File: src/rtl/datapath_sequencer.sv
// datapath_sequencer: issue controller for the register-file/ALU datapath.
// Accepts 48-bit micro-instructions (plus an optional 32-bit constant beat)
// over valid/ready and presents them to the datapath rpt+1 times each.
// Optional feature: define DP_SEQ_AUTOINC_EN to add the iteration number to
// the A/B/C/D/Y1/Y2 register indices on repeat iterations (mod 16).
module datapath_sequencer #(
  parameter int IW = 48
) (
  input  logic          clk,
  input  logic          rst_n,
  input  logic          in_valid,
  output logic          in_ready,
  input  logic [IW-1:0] in_data,
  input  logic          hold,
  output logic [2:0]    op,
  output logic          form,
  output logic [1:0]    vec,
  output logic [3:0]    A,
  output logic [3:0]    B,
  output logic [3:0]    C,
  output logic [3:0]    D,
  output logic [3:0]    Y1,
  output logic [3:0]    Y2,
  output logic [3:0]    zero_reg,
  output logic [1:0]    write,
  output logic          const_a,
  output logic [31:0]   constant,
  output logic          busy,
  output logic          err
);

  typedef enum logic [1:0] {
    S_IDLE       = 2'd0,
    S_WAIT_CONST = 2'd1,
    S_ISSUE      = 2'd2
  } state_t;

  // Control fields of one instruction; idx[0]=A .. idx[5]=Y2.
  typedef struct packed {
    logic [2:0]      op;
    logic            form;
    logic [1:0]      vec;
    logic [5:0][3:0] idx;
    logic [3:0]      zero_reg;
    logic [1:0]      wr;
    logic            ca;
  } ctl_t;

  function automatic ctl_t decode(input logic [47:0] b);
    ctl_t c;
    c.op       = b[2:0];
    c.form     = b[3];
    c.vec      = b[5:4];
    c.idx      = b[29:6];
    c.zero_reg = b[33:30];
    c.wr       = b[35:34];
    c.ca       = b[36];
    return c;
  endfunction

  state_t          state_q, state_d;
  ctl_t            fld_q, fld_d;    // latched instruction fields
  ctl_t            out_q, out_d;    // values currently driven to the datapath
  logic [7:0]      rpt_q, rpt_d;
  logic [7:0]      iter_q, iter_d;
  logic [31:0]     const_q, const_d;
  logic            err_q, err_d;
  logic            busy_q;

  ctl_t            ins;
  logic            resv;
  logic            last;
  logic            accept;
  logic            load;
  logic [5:0][3:0] idx_inc;

  assign ins    = decode(in_data[47:0]);
  assign resv   = |in_data[47:45];
  assign last   = (state_q == S_ISSUE) && (iter_q == rpt_q);
  // Reset forces ready low; hold always stalls the input side.
  assign in_ready = rst_n && !hold && ((state_q != S_ISSUE) || last);
  assign accept   = in_valid && in_ready;

  // Next-state, iteration and field-latch decisions.
  always_comb begin
    state_d = state_q;
    fld_d   = fld_q;
    rpt_d   = rpt_q;
    iter_d  = iter_q;
    const_d = const_q;
    err_d   = err_q;
    load    = 1'b0;
    case (state_q)
      S_IDLE: begin
        if (accept) load = 1'b1;
      end
      S_WAIT_CONST: begin
        if (accept) begin
          const_d = in_data[31:0];
          state_d = S_ISSUE;
          iter_d  = '0;
        end
      end
      S_ISSUE: begin
        if (!hold) begin
          if (!last)       iter_d  = iter_q + 8'd1;
          else if (accept) load    = 1'b1;
          else             state_d = S_IDLE;
        end
      end
      default: state_d = S_IDLE;
    endcase
    if (load) begin
      fld_d  = ins;
      iter_d = '0;
      if (resv) begin
        // Malformed instruction: flag it and issue once without writing.
        err_d    = 1'b1;
        fld_d.wr = 2'b00;
        fld_d.ca = 1'b0;
        rpt_d    = '0;
        state_d  = S_ISSUE;
      end else begin
        rpt_d   = in_data[44:37];
        state_d = ins.ca ? S_WAIT_CONST : S_ISSUE;
      end
    end
  end

  // Per-index iteration offset applied to the presented register indices.
  genvar gi;
  generate
    for (gi = 0; gi < 6; gi++) begin : g_idx
`ifdef DP_SEQ_AUTOINC_EN
      assign idx_inc[gi] = fld_d.idx[gi] + iter_d[3:0];
`else
      assign idx_inc[gi] = fld_d.idx[gi];
`endif
    end
  endgenerate

  // Outputs only change when an iteration is about to be presented.
  always_comb begin
    out_d = out_q;
    if (state_d == S_ISSUE) begin
      out_d     = fld_d;
      out_d.idx = idx_inc;
    end
  end

  // State and registered datapath controls.
  always_ff @(posedge clk or negedge rst_n) begin
    if (!rst_n) begin
      state_q <= S_IDLE;
      fld_q   <= '0;
      out_q   <= '0;
      rpt_q   <= '0;
      iter_q  <= '0;
      const_q <= '0;
      err_q   <= 1'b0;
      busy_q  <= 1'b0;
    end else begin
      state_q <= state_d;
      fld_q   <= fld_d;
      out_q   <= out_d;
      rpt_q   <= rpt_d;
      iter_q  <= iter_d;
      const_q <= const_d;
      err_q   <= err_d;
      busy_q  <= (state_d != S_IDLE);
    end
  end

  assign op       = out_q.op;
  assign form     = out_q.form;
  assign vec      = out_q.vec;
  assign A        = out_q.idx[0];
  assign B        = out_q.idx[1];
  assign C        = out_q.idx[2];
  assign D        = out_q.idx[3];
  assign Y1       = out_q.idx[4];
  assign Y2       = out_q.idx[5];
  assign zero_reg = out_q.zero_reg;
  assign const_a  = out_q.ca;
  assign constant = const_q;
  assign busy     = busy_q;
  assign err      = err_q;
  // Write strobe is gated combinationally so a stall takes effect immediately.
  assign write    = ((state_q == S_ISSUE) && !hold) ? out_q.wr : 2'b00;

endmodule

File: config.mk
export PLATFORM = sky130hd
export DESIGN_NAME = datapath_sequencer
export DESIGN_NICKNAME = d
export VERILOG_FILES = /design/src/rtl/datapath_sequencer.sv
export SDC_FILE = /design/constraint.sdc
export NUM_CORES = 1
export LEC_CHECK = 0
export ABC_AREA = 0
export CORE_UTILIZATION = 52
export CTS_CLUSTER_DIAMETER = 30
export DETAILED_ROUTE_END_ITERATION = 8
export PLACE_DENSITY = 0.81
export SLEW_MARGIN = 20
export SYNTH_ARGS = -nofsm -noshare
export SYNTH_HDL_FRONTEND = slang
export SYNTH_SLANG_ARGS = --single-unit
File: constraint.sdc
create_clock -name clk -period 2.9 [get_ports clk]
set_clock_uncertainty 0.1 [all_clocks]
set_input_delay 0.29 -clock clk [delete_from_list [all_inputs] [get_ports clk]]
set_output_delay 0.29 -clock clk [all_outputs]
set_load 0.005 [all_outputs]
# Yosys cells after proc, flatten, opt, wreduce, memory -nomap -nowiden
# Index checks and enable logic that the tools add are counted.
[classes]
add_sub_neg = 1
eq_ne = 8
mux = 21
n_reduce_logical = 14
[ops]
columns = ["cell", "count"]
rows = [
  ["$mux 8", 5],
  ["$mux 37", 1],
  ["$mux 2", 8],
  ["$pmux 8 s2", 1],
  ["$ne 3x3->1 const B", 3],
  ["$add 8x1->8 const B", 1],
  ["$eq 8x8->1", 1],
  ["$pmux 2 s3", 1],
  ["$logic_and 1x1->1", 5],
  ["$eq 2x2->1 const B", 2],
  ["$reduce_and 2->1", 2],
  ["$reduce_and 4->1", 1],
  ["$mux 1", 3],
  ["$mux 3", 1],
  ["$reduce_bool 3->1", 1],
  ["$reduce_or 3->1", 1],
  ["$eq 2x1->1 const B", 1],
  ["$logic_not 2->1", 1],
  ["$ne 2x2->1 const B", 1],
  ["$pmux 1 s2", 1],
  ["$reduce_bool 2->1", 1],
  ["$logic_not 1->1", 1],
  ["$logic_or 1x1->1", 1],
]
[word_totals]
reg_bits = 126
inputBits = 52
out_inout_bits = 72
word_cells = 74

# Logic depth before layout (Yosys ltp)
# Gate-level depths: netlist (run 1).
[depth]
word_depth = 11
ltp_mapped = 8

# Least setup slack after synthesis (run 1)
# Ideal clock, no wire load.
[synth_path]
path_type = "reg2reg"
startpoint = "register iter_q[1]"
endpoint = "register out_q, in the netlist A[3]"
setup_ns = 0.125
t_arrival_ns = 1.813
required_ns = 2.675
slack_ns = 0.862
stages_incl_launch_ff = 9
path_buffers = 3
period_less_slack_ns = 2.038
cell_sequence = "dfrtp_1 > xnor2_1 > and4_1 > buf_2 > a31oi_4 > or2_1 > buf_6 > buf_6 > mux2_4"
[synth_between]
elab_chain_cells = 11
word_cells_on_any_way = 17
[synth_lines]
columns = ["element", "line_no", "text"]
rows = [
  ["from (decl)", "65", "logic [7:0] iter_q, iter_d;"],
  ["from (signal assigned)", "167", "iter_q <= iter_d;"],
  ["$eq 8x8->1 *", "79", "assign last = (state_q == S_ISSUE) && (iter_q == rpt_q);"],
  ["$logic_and 1x1->1 *", "79", ""],
  ["$logic_or 1x1->1", "81", "assign in_ready = rst_n && !hold && ((state_q != S_ISSUE) || last);"],
  ["$logic_and 1x1->1", "81", ""],
  ["$logic_and 1x1->1", "82", "assign accept = in_valid && in_ready;"],
  ["$mux 2 / $mux 1 (equally long branches)", "107, 95", ""],
  ["$mux 2 / $mux 1 (equally long branches)", "106", "if (!last) iter_d = iter_q + 8'd1;"],
  ["$mux 2 / $mux 1 (equally long branches)", "105", "if (!hold) begin"],
  ["$pmux 2 s3 / $pmux 1 s2 (equally long branches)", "93", "case (state_q)"],
  ["$mux 2", "113", "if (load) begin"],
  ["$eq 2x2->1", "145", "if (state_d == S_ISSUE) begin"],
  ["to (signal assigned)", "165", "out_q <= out_d;"],
  ["to (decl)", "63", "ctl_t out_q, out_d;"],
]
# Every way passes the cells marked *; elsewhere a longest branch is shown, timed or not.
# A chain may end at the register's enable or synchronous reset.

# Worst setup path after layout (run 1)
[layout_path]
startpoint = "register iter_q[0]"
endpoint = "output port in_ready"
[layout_between]
elab_chain_cells = 4
[layout_lines]
columns = ["element", "line_no", "text"]
rows = [
  ["$eq 8x8->1", "79", ""],
  ["$logic_and 1x1->1", "79", ""],
  ["$logic_or 1x1->1", "81", ""],
  ["$logic_and 1x1->1", "81", ""],
  ["to (decl)", "12", "output logic in_ready,"],
]
# Every way passes these cells.

==> results of run 1 <==
## final timing paths
path	from	to	cells past startpoint
worst min-delay path	rst_n	rpt_q[1]	2
worst min register to register	err	err	1
min in group clk	in_data[37]	rpt_q[0]	3
max in group asynchronous	rst_n	state_q[1]	4
worst max register to register	iter_q[0]	iter_q[0]	6
worst max-delay path	iter_q[0]	in_ready	6
## power breakdown
part           total [uW]  switching, uW  internal (uW)
Combinational         433            207            226
Sequential           1900           77.1           1820
Clock                1980            780           1200
## placed cells by master, fill, tap and decap left out, types with 2 or more instances in the layout
cell type	count
nor3b_1	34
and3_1	6
nor2_4	3
inv_1	4
o21ai_0	22
clkinv_2	4
and4_2	2
or2_2	2
nand2b_1	3
buf_4	13
a31oi_1	5
nor3_1	4
clkinvlp_4	4
nor2_1	6
clkbuf_8	5
a221o_1	3
o211ai_1	37
a21oi_1	37
clkdlybuf4s50_1	122
nand3b_1	4
nand4_1	38
xnor2_1	8
mux2_4	16
and2_1	2
dfrtp_1	125
clkbuf_16	17
mux2_2	51
nand2_1	52
buf_12	2
nand3_1	6
## cells by family after synthesis
logic type / synth area share, %
adders and majority gates: 0.203
xor gates and xnor gates: 1.14
and+or+nand+nor: 14.8
AOI/OAI and AO/OA: 11.7
buffers and inverters: 7.67
muxes: 13.4
DFF: 51.1
## cell type report
type,instances,area [um^2],share of cell area (%)
clock buffer,23,498,6.34
clock inverter,9,58.8,0.749
inverter,4,15.0,0.191
multi-input combinational,353,2580,32.9
sequential,126,3150,40.2
tap,143,179,2.28
timing repair buffer,138,1370,17.4
## timing repair
action,4_1_cts,5_1_grt
endpoints found under the hold margin,8,0
setup endpoints to repair,0,0
hold buffers,1,0
resized for setup,0,0
## layer usage
layer | wire length [um] | up-vias | track usage [%]
li1 | - | 2175 | -
met1 | 6440 | 2478 | 32.4
met2 | 7710 | 197 | 43.7
met3 | 951 | 33 | 6.29
met4 | 325 | 0 | 11.6
met5 | 0 | - | 0
## per-stage QoR
stage / setup slack [ns] / util [%] / area (um^2)
6_report: 0.170 / 68.5 / 7860
3_5_place_dp: 0.151 / 63.6 / 7290
5_1_grt: 0.104 / 68.5 / 7860
4_1_cts: 0.193 / 68.5 / 7860
2_1_floorplan: 0.862 / - / 6170
3_3_place_gp: 0.204 / 63.6 / 7290
==> metrics, run 1 <==
total number of placement rows=39; initial antenna violation count=0; number of max-cap violations=0; flip-flop count of the largest register after layout=37; aggregate global-route resource usage=26.2%; weighted congestion at the end of routability-driven global placement=0.881; TritonCTS clock tree=built; I/O Pins=124; non-filler instance count after layout=796; number of synthesized flops with an enable pin=0; starting utilization of the core area=53.8%; cell types with the largest area share after synthesis=dfrtp_1 51%, mux2_2 9.3%, o211ai_1 4.5%; postcts setup bufs=0; Peak supply drop=487 uV; largest area contributor in the netlist=dfrtp_1; number of nets in the synthesized netlist=613; fill count=808; critical path type=reg2out; via count of the first global-routing pass=4,985; delay contributed by the slowest stage of the critical path=0.50 ns; Max Root-Sink Buffers=2; number of buffers inserted by port buffering=123; placed wire-length estimate=9660 um; Fin Setup TNS=0 ns; Wirelength per Cell=19.4 um; period utilisation layout=94.1%; sequential element share of the synthesized area=51.1%; fin crit period=2.73 ns; Async S/R FF share, synth=100%; average vias per placed instance=6.13; Die ar.=12,300 um^2; Final ANT Viol Nets=0; Cell Count Post-Placement=763; element type at the critical path end=output port; Worst Setup Start Kind=register; Die Span X=111 um; kind of path behind the tightest hold check=in2async; count of clock tree sinks=126; actual slew at the worst max-slew pin=0.809 ns; areal power density over the cells=548 nW/um^2; required time reported for the critical path endpoint=2.51 ns; number of register bits inferred by synthesis=126; slack of the worst reg-to-reg path=0.36 ns; combined area of all synthesized cells=6170 um^2; signal arrival time at the worst endpoint=2.34 ns; share of layout cells above drive strength 1=18.8%; number of remaining DRC errors=0; result of the run=complete, no violations; Leakage Power=0.00320 uW; height of the chip=111 um; total number of nets in the final design=693; number of setup violations in the final report=0; total number of vias=4,883; Slew Limit Headroom=46.1%; list of most frequent post-synthesis cells=126 x dfrtp_1, 52 x nand2_1, 51 x mux2_2, 38 x nand4_1; Inserted Clock Buffers=17; Top reg by flops=fld_q; overflow left after global routing=0; antenna fix cells=0; pin count of the biggest net entering global routing=71; Crit path buffers/inverters=2; setup repair after global routing missed its margin=no; Clock Root Buffer=clkbuf_16; final number of hold-violating endpoints=0; Synthesis Warnings=0; maximum fanout count along the critical path=5; synthesized netlist cell count=560; cell family with the largest share of critical-path delay=buffers and inverters; drt initial violations=342; worst-path cell chain=xnor2_1, nand4_1, o21ai_0, buf_4, o211a_1, clkdlybuf4s50_1; clock slew seen by the registers of the worst setup and hold paths=0.06 ns; area share of the largest cell type after synthesis=51.1%; number of pins exceeding their max-slew limit in the final report=0; Mean Syn Cell Area=11.0 um^2; total detailed-routing wirelength=15,400 um; Max stage delay cell, worst path=clkdlybuf4s50_1; layout overhead on the synthesized area=27.4%; number of detailed-route iterations in the first pass=6; CTS HTree Levels=4; area of the core=11,500 um^2; clock latency at the later pin of the worst-skew pair=0.42 ns; primary flip-flop cell chosen by synthesis mapping=dfrtp_1; global-route wire length before repair=25,300 um; synth unique cells=40; total power consumption of the routed design=4310 uW; most used standard cell by instance count after synthesis=dfrtp_1; Max Fclk=0.366 GHz; Post-Route Hold Slack=0.198 ns
Note: power is estimated with default switching activity, not from simulation.
==> run 2: changes to the inputs <==
--- a/config.mk
+++ b/config.mk
@@ -6,10 +6,11 @@
 export NUM_CORES = 1
 export LEC_CHECK = 0
 export ABC_AREA = 0
-export CORE_UTILIZATION = 52
+export CORE_UTILIZATION = 56
 export CTS_CLUSTER_DIAMETER = 30
 export DETAILED_ROUTE_END_ITERATION = 8
-export PLACE_DENSITY = 0.81
+export PLACE_DENSITY = 0.86
+export REMOVE_ABC_BUFFERS = 1
 export SLEW_MARGIN = 20
 export SYNTH_ARGS = -nofsm -noshare
 export SYNTH_HDL_FRONTEND = slang
==> constraint.sdc (replaced) <==
create_clock -name clk -period 3.28 [get_ports clk]
set_clock_uncertainty 0.1 [all_clocks]
set_input_delay 0.328 -clock clk [delete_from_list [all_inputs] [get_ports clk]]
set_output_delay 0.328 -clock clk [all_outputs]
set_load 0.005 [all_outputs]
==> run 2 against run 1 <==
Compared with the run above:
- non-clock buffer count is 5 lower
- wire length is 1.2% lower
- register-to-register slack better by 0.29 ns
- utilization is 5.5 points higher
- sequential power is 12% lower
==> metrics, run 2 (same netlist as run 1, synthesis figures left out) <==
overflow left after global routing=0 (unchanged); cell family with the largest share of critical-path delay=compound AO/OA/AOI/OAI gates; Leakage Power=0.00318 uW (-0.68%); placed instance area=7240 um^2 (-0.70%); reg2reg path depth=5 (-1); initial antenna violation count=0 (unchanged); stages on the worst setup path=5 (-1); commonest non-fill, non-tap cells in the layout=125 x dfrtp_1, 122 x clkdlybuf4s50_1, 52 x nand2_1, 51 x mux2_2, 38 x nand4_1; I/O Pins=124 (unchanged); drt initial violations=274 (-20%); critical path type=reg2out; layout overhead on the synthesized area=26.1%; number of setup violations in the final report=0 (unchanged); Worst Setup Start Kind=register; starting utilization of the core area=58.7% (+4.9 points); total number of vias=4,833 (-1.0%); element type at the critical path end=output port; worst r2r dst=B[0]; via count of the first global-routing pass=5,097 (+2.2%); delay contributed by the slowest stage of the critical path=0.50 ns (about the same); Die Span X=107 um (-3.6%); CTS HTree Levels=4 (unchanged); kind of path behind the tightest hold check=in2async; number of max-cap violations=0 (unchanged); Cell Count Post-Placement=752 (-1.4%); Slew Limit Headroom=26.4% (-20 points); total number of placement rows=37 (-5.1%); clock slew seen by the registers of the worst setup and hold paths=0.06 ns (about the same); final number of hold-violating endpoints=0 (unchanged); Max stage delay cell, worst path=clkdlybuf4s50_1; required time reported for the critical path endpoint=2.85 ns (+0.34 ns); aggregate global-route resource usage=28.5% (+2.4 points); number of buffers inserted by port buffering=123 (unchanged); total number of nets in the final design=688 (-0.72%); CP Launch Point=iter_q[3]; postcts setup bufs=0 (unchanged); Reg2Reg Launch Point=iter_q[6]; WL met2=7570 um (-1.8%); Max Fclk=0.339 GHz; pin count of the biggest net entering global routing=81 (+14%); share of layout cells above drive strength 1=18.1% (-0.72 points); total detailed-routing wirelength=15,200 um (-1.2%); Die ar.=11,400 um^2 (-7.0%); area of the core=10,500 um^2 (-8.4%); Max Root-Sink Buffers=2 (unchanged); result of the run=complete, no violations; last element of the critical path=in_ready; number of pins exceeding their max-slew limit in the final report=0 (unchanged); Crit path buffers/inverters=1 (-1); wire length on met1=6240 um (-3.1%); flip-flop count of the largest register after layout=37 (unchanged); Peak supply drop=348 uV (-28%); quantity of hold-fixing buffers added after cts=0 (-1); post-cts gate resize count=0 (unchanged); fin crit period=2.95 ns; count of clock tree sinks=126 (unchanged); period utilisation layout=90.0%; post-route cell area=7770 um^2 (-1.0%); signal arrival time at the worst endpoint=2.52 ns (+0.18 ns); Final ANT Viol Nets=0 (unchanged); antenna fix cells=0 (unchanged); global-route wire length before repair=25,300 um (-0.11%); fin util=74.0% (+5.5 points); worst-path cell chain=xnor2_1, nand4_1, o21ai_1, o211a_1, clkdlybuf4s50_1; average vias per placed instance=6.18 (+0.75%); weighted congestion at the end of routability-driven global placement=0.831 (-5.7%); placed wire-length estimate=9360 um (-3.1%); Clock Root Buffer=clkbuf_8; actual slew at the worst max-slew pin=1.10 ns (+0.295 ns); Inserted Clock Buffers=17 (unchanged); non-filler instance count after layout=782 (-1.8%); most common cell after layout, fill and taps aside=dfrtp_1; setup repair after global routing missed its margin=no; areal power density over the cells=484 nW/um^2 (-12%); height of the chip=107 um (-3.6%); Top Layer Used=met4; number of detailed-route iterations in the first pass=5 (-1); routed length on met3=1050 um (+10%); maximum fanout count along the critical path=6 (+1); Top reg by flops=fld_q; Post-Route Hold Slack=0.0217 ns (-0.177 ns); slack of the worst reg-to-reg path=0.65 ns (+0.29 ns); TritonCTS clock tree=built; number of remaining DRC errors=0 (unchanged); Wirelength per Cell=19.5 um (+0.58%); clock latency at the later pin of the worst-skew pair=0.53 ns (+0.11 ns)
==> run 2: cell types whose count changed in the layout (fill, tap and decap cells not counted) <==
cell           delta
clkinvlp_4        -4
buf_4             -3
clkinv_2          +3
buf_12            -1
bufinv_16         +1
clkbuf_16         -1
dlygate4sd3_1     -1
inv_6             -1
o21ai_0           -1
o21ai_1           +1
==> run 2: metal layers <==
metal	up-vias	GRT usage, %
li1	2154	-
met1	2427	35.8
met2	214	47.3
met3	38	6.32
met4	0	12.8
met5	-	0
==> run 2: how the worst min path moves through the flow <==
stage	endpoint	start	slack, ns	cells after the start
after CTS	constant[11]	rst_n	0.05	2
final	rpt_q[2]	rst_n	0.02	2
after floorplan	A[0]	rst_n	-0.07	0
after global routing	constant[11]	rst_n	0.10	2
after detailed placement	err	err	0.39	1
after global placement	err	err	0.37	1
==> run 2: through the flow <==
stage	setup WS, ns	setup TNS [ns]	total power (uW)
after floorplan	-1.37	-53.40	1880
after global placement	0.315	0	2050
after detailed placement	0.272	0	2070
after CTS	0.167	0	3780
after global routing	0.149	0	3910
final	0.329	0	3760
==> run 2: where the power goes <==
part | total [uW] | switching [uW] | internal (uW)
clock network | 1710 | 644 | 1070
logic | 379 | 183 | 196
registers | 1680 | 68.3 | 1610
==> run 2: final cells by class <==
cell class / count / area (um^2)
sequential: 126 / 3150
clock inverter: 8 / 65.1
timing repair buffer: 133 / 1320
clock buffer: 22 / 473
fill: 702 / 2730
inverter: 4 / 15.0
multi-input combinational: 353 / 2580
tap: 136 / 170
==> run 3: changes to the inputs <==
==> constraint.sdc (replaced) <==
create_clock -name clk -period 3.28 [get_ports clk]
set_clock_uncertainty 0.1 [all_clocks]
set_input_delay 0.656 -clock clk [delete_from_list [all_inputs] [get_ports clk]]
set_output_delay 0.656 -clock clk [all_outputs]
set_load 0.005 [all_outputs]
==> run 3 against run 2 <==
Compared with the run above:
- non-clock buffer count increased by 4
- highest routed layer unchanged
- critical path type unchanged
- largest cell class unchanged
- global-route usage down 0.30 points
- design area up 2.7%
- wire length fell by 0.96%
- critical endpoint unchanged
- utilization rose by 2.0 points
==> metrics, run 3 (same netlist as run 1, synthesis figures left out) <==
Post-Route Hold Slack=0.388 ns (+0.366 ns); period utilisation layout=96.8% (+6.8 points); final number of hold-violating endpoints=0 (unchanged); TritonCTS clock tree=built; result of the run=complete, no violations; antenna fix cells=0 (unchanged); fill count=669 (-4.7%); area of the core=10,500 um^2 (unchanged); CP Launch Point=iter_q[6]; required time reported for the critical path endpoint=2.52 ns (-0.33 ns); Min-Delay Path Depth=1; critical path type=reg2out; Die ar.=11,400 um^2 (unchanged); setup repair after global routing missed its margin=no; kind of path behind the tightest hold check=reg2reg; clock slew seen by the registers of the worst setup and hold paths=0.06 ns (about the same); slack of the worst reg-to-reg path=0.64 ns (about the same); Max Root-Sink Buffers=2 (unchanged); postcts setup bufs=0 (unchanged); worst slack at placement=0.311 ns (+0.0385 ns); I/O Pins=124 (unchanged); pin count of the biggest net entering global routing=81 (unchanged); number of setup violations in the final report=0 (unchanged); total number of vias=4,789 (-0.91%); total number of nets in the final design=692 (+0.58%); overflow left after global routing=0 (unchanged); Worst Slack Setup Final=0.106 ns (-0.223 ns); number of pins exceeding their max-slew limit in the final report=0 (unchanged); placed wire-length estimate=9480 um (+1.3%); layout overhead on the synthesized area=29.5%; actual slew at the worst max-slew pin=0.872 ns (-0.232 ns); fin util=76.0% (+2.0 points); height of the chip=107 um (unchanged); worst r2r dst=A[2]; fin crit period=3.17 ns (+0.223 ns); non-filler instance count after layout=788 (+0.77%); drt initial violations=241 (-12%); Final ANT Viol Nets=0 (unchanged); signal arrival time at the worst endpoint=2.42 ns (-0.10 ns); Cell Count Post-Placement=755 (+0.40%); last element of the critical path=in_ready; element type at the critical path end=output port; initial antenna violation count=0 (unchanged); number of detailed-route iterations in the first pass=5 (unchanged); via count of the first global-routing pass=4,817 (-5.5%); count of clock tree sinks=126 (unchanged); Clock Root Buffer=clkbuf_8; most common cell after layout, fill and taps aside=dfrtp_1; number of max-cap violations=0 (unchanged); total detailed-routing wirelength=15,100 um (-0.96%); Worst Setup Start Kind=register; Die Span X=107 um (unchanged); global-route wire length before repair=24,600 um (-2.8%); clock latency at the later pin of the worst-skew pair=0.53 ns (about the same); Reg2Reg Launch Point=iter_q[4]; total number of placement rows=37 (unchanged); Wirelength per Cell=19.2 um (-1.7%); flip-flop count of the largest register after layout=37 (unchanged); areal power density over the cells=535 nW/um^2 (+11%); number of remaining DRC errors=0 (unchanged); average vias per placed instance=6.08 (-1.7%); maximum fanout count along the critical path=5 (-1); share of layout cells above drive strength 1=18.9% (+0.75 points); Peak supply drop=417 uV (+20%); Inserted Clock Buffers=17 (unchanged); aggregate global-route resource usage=28.2% (-0.30 points); starting utilization of the core area=58.7% (unchanged); Leakage Power=0.00327 uW (+3.0%); number of buffers inserted by port buffering=123 (unchanged); total power consumption of the routed design=4270 uW (+14%); commonest non-fill, non-tap cells in the layout=125 x dfrtp_1, 122 x clkdlybuf4s50_1, 52 x nand2_1, 51 x mux2_2, 38 x nand4_1; weighted congestion at the end of routability-driven global placement=0.846 (+1.9%); Max Fclk=0.315 GHz (-7.0%); CTS HTree Levels=4 (unchanged); Slew Limit Headroom=41.7% (+15 points); reg2reg path depth=6 (+1); Top reg by flops=fld_q
[run 3: cell types whose count changed in the layout (fill, tap and decap cells not counted)]
cell and delta:
bufinv_16 +6, clkinv_2 -4, buf_4 +2, buf_12 +1, clkbuf_1 -1, clkinvlp_4 +1
dlygate4sd3_1 +1
[run 3: how the worst min path moves through the flow]
stage / from / end / slack, ns
floorplan: rst_n / A[0] / 0.26
global route: rst_n / iter_q[1] / 0.40
CTS: rst_n / iter_q[1] / 0.38
global placement: err / err / 0.37
detailed placement: err / err / 0.38
finish: err / err / 0.39
[run 3: cell type report]
type | count | area [um^2] | share of cell area (%)
clock inverter | 11 | 233 | 2.91
multi-input combinational | 353 | 2580 | 32.3
clock buffer | 21 | 469 | 5.88
tap | 136 | 170 | 2.13
sequential | 126 | 3150 | 39.5
timing repair buffer | 137 | 1360 | 17.1
inverter | 4 | 15.0 | 0.188
[run 3: critical path, stage by stage (launching register included)]
cell and delay [ns]:
dfrtp_1 0.43, xnor2_1 0.24, nand4_1 0.23, o21ai_1 0.31, o211a_1 0.18, clkdlybuf4s50_1 0.49
[run 3: metal layers]
metal	part of all wire (%)	GRT usage (%)
met4	3.0	12.3
met3	6.1	6.57
met1	42	36.8
met2	49	45.3
met5	0	0
[run 3: what timing repair did]
item / CTS / global route
gates resized for setup: 0 / 1
endpoints found under the setup margin: 0 / 1
endpoints found under the hold margin: 3 / 0
hold buffers: 1 / 0
[run 3: where the power goes]
part	total (uW)	internal, uW	switching, uW
Combinational	381	198	184
Sequential	1680	1610	69.5
Clock	2220	1540	674
[run 3: per-stage QoR]
step	TNS [ns]	cell area (um^2)
final	0	7980
after global routing	0	7980
after CTS	0	7980
after detailed placement	0	7270
after global placement	0	7270
after floorplan	-54.69	5710
